$ cat src/rtl/ac_pkg.sv
// Shared accumulator definitions for the datapath, ALU and the AC register.
// The flag struct is only consumed when AC_FLAGS_EN is defined.
package ac_pkg;

  localparam int unsigned AC_WIDTH     = 32;
  localparam logic [31:0] AC_RESET_VAL = 32'h0000_0000;

  typedef logic [AC_WIDTH-1:0] ac_word_t;

  // Status flags that travel alongside the accumulator value.
  typedef struct packed {
    logic zero;
    logic neg;
    logic changed;
  } ac_flags_t;

endpackage : ac_pkg

$ cat src/rtl/ac_flag_gen.sv
// Combinational status-flag generator for the accumulator (zero, sign, changed).
// Exists only when AC_FLAGS_EN is defined.
`ifdef AC_FLAGS_EN
module ac_flag_gen
  import ac_pkg::*;
#(
  parameter int unsigned WIDTH = AC_WIDTH
) (
  input  logic [WIDTH-1:0] value_i,
  input  logic [WIDTH-1:0] prev_i,
  output ac_flags_t        flags_c
);

  // Flags describe the value about to be captured, relative to the one held now.
  always_comb begin
    flags_c         = '0;
    flags_c.zero    = (value_i == '0);
    flags_c.neg     = value_i[WIDTH-1];
    flags_c.changed = (value_i != prev_i);
  end

endmodule : ac_flag_gen
`endif

$ cat src/rtl/accumulator_reg.sv
// Accumulator (AC) register: one-cycle capture of accumulatorIn, async active-high reset.
// Optional registered status flags are compiled in with AC_FLAGS_EN.
module accumulator_reg
  import ac_pkg::*;
#(
  parameter int unsigned WIDTH     = AC_WIDTH,
  parameter logic [63:0] RESET_VAL = 64'(AC_RESET_VAL)
) (
  input  logic             clk,
  input  logic             rst,
  input  logic [WIDTH-1:0] accumulatorIn,
  output logic [WIDTH-1:0] accumulatorOut
`ifdef AC_FLAGS_EN
  ,
  output logic             acZero,
  output logic             acNeg,
  output logic             acChanged
`endif
);

  localparam logic [WIDTH-1:0] RST_WORD = WIDTH'(RESET_VAL);

  logic [WIDTH-1:0] acc_d;
  logic [WIDTH-1:0] acc_q;

  always_comb begin
    acc_d = accumulatorIn;
  end

  // Reset wins over a coincident capture edge.
  always_ff @(posedge clk or posedge rst) begin
    if (rst) begin
      acc_q <= RST_WORD;
    end else begin
      acc_q <= acc_d;
    end
  end

  assign accumulatorOut = acc_q;

`ifdef AC_FLAGS_EN
  localparam ac_flags_t RST_FLAGS = '{
    zero:    (RST_WORD == '0),
    neg:     RST_WORD[WIDTH-1],
    changed: 1'b0
  };

  ac_flags_t flags_c;
  ac_flags_t flags_d;
  ac_flags_t flags_q;

  ac_flag_gen #(
    .WIDTH (WIDTH)
  ) u_flag_gen (
    .value_i (accumulatorIn),
    .prev_i  (acc_q),
    .flags_c (flags_c)
  );

  always_comb begin
    flags_d = flags_c;
  end

  // Registered on the same edge as the data so flags always match accumulatorOut.
  always_ff @(posedge clk or posedge rst) begin
    if (rst) begin
      flags_q <= RST_FLAGS;
    end else begin
      flags_q <= flags_d;
    end
  end

  assign acZero    = flags_q.zero;
  assign acNeg     = flags_q.neg;
  assign acChanged = flags_q.changed;
`endif

endmodule : accumulator_reg

$ cat config.mk
export PLATFORM = sky130hd
export DESIGN_NAME = accumulator_reg
export DESIGN_NICKNAME = d
export VERILOG_FILES = /design/src/rtl/ac_pkg.sv /design/src/rtl/ac_flag_gen.sv /design/src/rtl/accumulator_reg.sv
export SDC_FILE = /design/constraint.sdc
export NUM_CORES = 1
export LEC_CHECK = 0
export ABC_AREA = 1
export ABC_CLOCK_PERIOD_IN_PS = 1000
export BUFFER_PORTS_ARGS = -buffer_cell sky130_fd_sc_hd__clkbuf_2
export CAP_MARGIN = 10
export CORE_ASPECT_RATIO = 1.5
export CORE_UTILIZATION = 30
export CTS_CLUSTER_SIZE = 16
export DETAILED_ROUTE_END_ITERATION = 16
export GPL_TIMING_DRIVEN = 1
export SYNTH_ARGS = -nofsm -noshare
export SYNTH_HDL_FRONTEND = slang
export SYNTH_SLANG_ARGS = --single-unit
$ cat constraint.sdc
create_clock -name clk -period 1 [get_ports clk]
set_input_delay 0.2 -clock clk [delete_from_list [all_inputs] [get_ports clk]]
set_output_delay 0.2 -clock clk [all_outputs]
set_load 0.02 [all_outputs]
==> impl_metrics.env <==
export IMPL_syn_area_per_cell_um2=24.4
export IMPL_die_width_um=44.3
export IMPL_yosysUniqueCellTypes=2
export IMPL_max_freq_ghz=0.930
export IMPL_timing_final_setup_violations=32
export IMPL_path_clk_slew_ns=0.09
export IMPL_wl_met3_um=394
export IMPL_grt_overflow=0
export IMPL_multi_input_cells=0
export IMPL_antenna_left=0
export IMPL_core_area_um2=2500
export IMPL_finalCriticalPeriod_ns=1.07
export IMPL_critPathArrivalTime_ns=0.87
export IMPL_min_period_over_period_pct=107
export IMPL_met1_length_um=893
export IMPL_crit_slowest_cell="dfrtp_1"
export IMPL_syn_nets=67
export IMPL_yosysSeqAreaShare_pct=99.5
export IMPL_route_top_layer_used="met4"
export IMPL_p_leak_nw=0.908
export IMPL_multiInputGateArea_um2=0
export IMPL_start_util_pct=32.1
export IMPL_syn_inst=33
export IMPL_grt_pass1_vias=784
export IMPL_crit_chain="buf_6"
export IMPL_p_int_w=0.00228
export IMPL_largest_register_ffs=32
export IMPL_chipHeight_um=65.4
export IMPL_cts_root_buffer="clkbuf_4"
export IMPL_end_kind="output port"
export IMPL_dp_hpwl_um=1410
export IMPL_numCtsBuffers=5
export IMPL_clock_path_buffers=2
export IMPL_grt_pass1_wl_um=3440
export IMPL_drtIter0Drc=16
export IMPL_cpPeakStageDelay_ns=0.41
export IMPL_synth_seq_cells=32
export IMPL_final_cells=177
export IMPL_min_path_type="in -> async"
export IMPL_maxCapViolCount=0
export IMPL_htreeDepth=2
export IMPL_setup_ws_ns=-0.0748
export IMPL_p_sw_share_pct=21.9
export IMPL_viasPerCell=4.05
export IMPL_p_per_area_nw_per_um2=1610
export IMPL_comb_power_share_pct=15.0
export IMPL_critical_path_max_fanout=1
export IMPL_slew_viol_final=0
export IMPL_nets=174
export IMPL_worst_slew_pin_transition_ns=0.273
export IMPL_critPathKind="reg -> out"
export IMPL_grt_max_degree=23
export IMPL_clock_sinks=32
export IMPL_drt_pass1_iterations=4
export IMPL_violations="setup timing"
export IMPL_pwr_share_seq_pct=47.9
export IMPL_clockPowerShare_pct=37.1
export IMPL_drt_wl_total_um=2640
export IMPL_synth_area_um2=805
export IMPL_crit_family="flip-flops"
export IMPL_antenna_cells=0
export IMPL_crit_path_start_kind="flip-flop"
export IMPL_cts_setup_buffers=0
export IMPL_peakVddDrop_uv=1120
export IMPL_fin_setup_tns_ns=-1.62
export IMPL_maxSlewHeadroom_pct=81.8
export IMPL_routedWlPerCell_um=14.9
export IMPL_dp_cells=136
export IMPL_fillers=149
export IMPL_via_count=717
export IMPL_grt_setup_unrepaired="yes"
export IMPL_hold_viol=0
export IMPL_critPathBufInv=1
export IMPL_tritoncts="yes"
export IMPL_grt_usage_pct=17.7
export IMPL_rows=22
export IMPL_drive_gt1_share_pct=53.2
export IMPL_place_congestion=0.679
export IMPL_areaGrowthSynthToFinish_pct=126
export IMPL_drc=0
export IMPL_io_buffers=65
export IMPL_io_pins=66
export IMPL_p_switching_w=0.000638
export IMPL_yosysWarnings=0
export IMPL_die_area_um2=2900
export IMPL_cp_required_ns=0.80
export IMPL_dr_wl_met2_um=1310
export IMPL_outcome="complete, but fails checks"
export IMPL_antenna_found_initial=0
## worst max path at each step
stage | startpoint | endpoint | slack (ns) | cells after the start
final | accumulatorOut[26] | accumulatorOut[26] | -0.07 | 1
after global routing | accumulatorOut[9] | accumulatorOut[9] | -0.12 | 1
after CTS | accumulatorOut[23] | accumulatorOut[23] | -0.09 | 1
after detailed placement | accumulatorOut[23] | accumulatorOut[23] | 0.29 | 1
after global placement | accumulatorOut[21] | accumulatorOut[21] | 0.29 | 1
after floorplan | rst | accumulatorOut[0] | 0.11 | 1
## power groups by stage
stage	Combinational [W]	Sequential, W	Clock (W)
2_1_floorplan	0.0000191	0.00149	0
4_1_cts	0.000352	0.00138	0.00112
3_5_place_dp	0.000250	0.00140	0
3_3_place_gp	0.000250	0.00140	0
6_report	0.000437	0.00140	0.00108
5_1_grt	0.000465	0.00140	0.00119
## timing repair
action | in CTS | in global routing
hold buffers | 33 | 0
endpoints found under the hold margin | 64 | 0
endpoints found under the setup margin | 32 | 32
gates resized for setup | 0 | 96
## cell usage after synthesis, drive strengths merged
| master | n | area, um2 |
|---|---|---|
| dfrtp | 32 | 801 |
| inv | 1 | 3.75 |
## cell families (layout without fill, tap and decap cells)
kind of cell / after synthesis / after routing / synth area share (%)
buffers and inverters: 1 / 109 / 0.466
DFF: 32 / 32 / 99.5
## final cells by class
type / count / area, um2 / area share [%]
Clock inverter: 1 / 30.0 / 1.65
Sequential cell: 32 / 801 / 44.1
Clock buffer: 7 / 65.1 / 3.58
Inverter: 1 / 3.75 / 0.207
Tap cell: 36 / 45.0 / 2.48
Timing Repair Buffer: 100 / 871 / 48.0
## per-layer routing
layer	track usage, %	up-vias
met1	15.2	328
li1	-	312
met3	9.07	4
met5	0	-
met2	31.6	73
met4	9.09	0
## metrics by stage
stage	setup WS, ns	hold slack, ns	power, W	util, %	cell area (um2)
finish	-0.0748	0.389	0.00292	72.5	1820
global route	-0.116	0.393	0.00306	72.5	1820
CTS	-0.0942	0.371	0.00285	64.5	1620
detailed placement	0.286	0.186	0.00165	47.5	1190
global placement	0.287	0.189	0.00165	47.5	1190
floorplan	0.109	0.231	0.00151	-	805
## cells in the final DEF, fill, tap and decap left out
cell type      count
dlygate4sd3_1     33
clkbuf_2          33
dfrtp_1           32
buf_6             32
clkbuf_4           5
clkbuf_8           2
buf_4              2
inv_1              1
bufinv_16          1
Note: power is estimated with default switching activity, not from simulation.
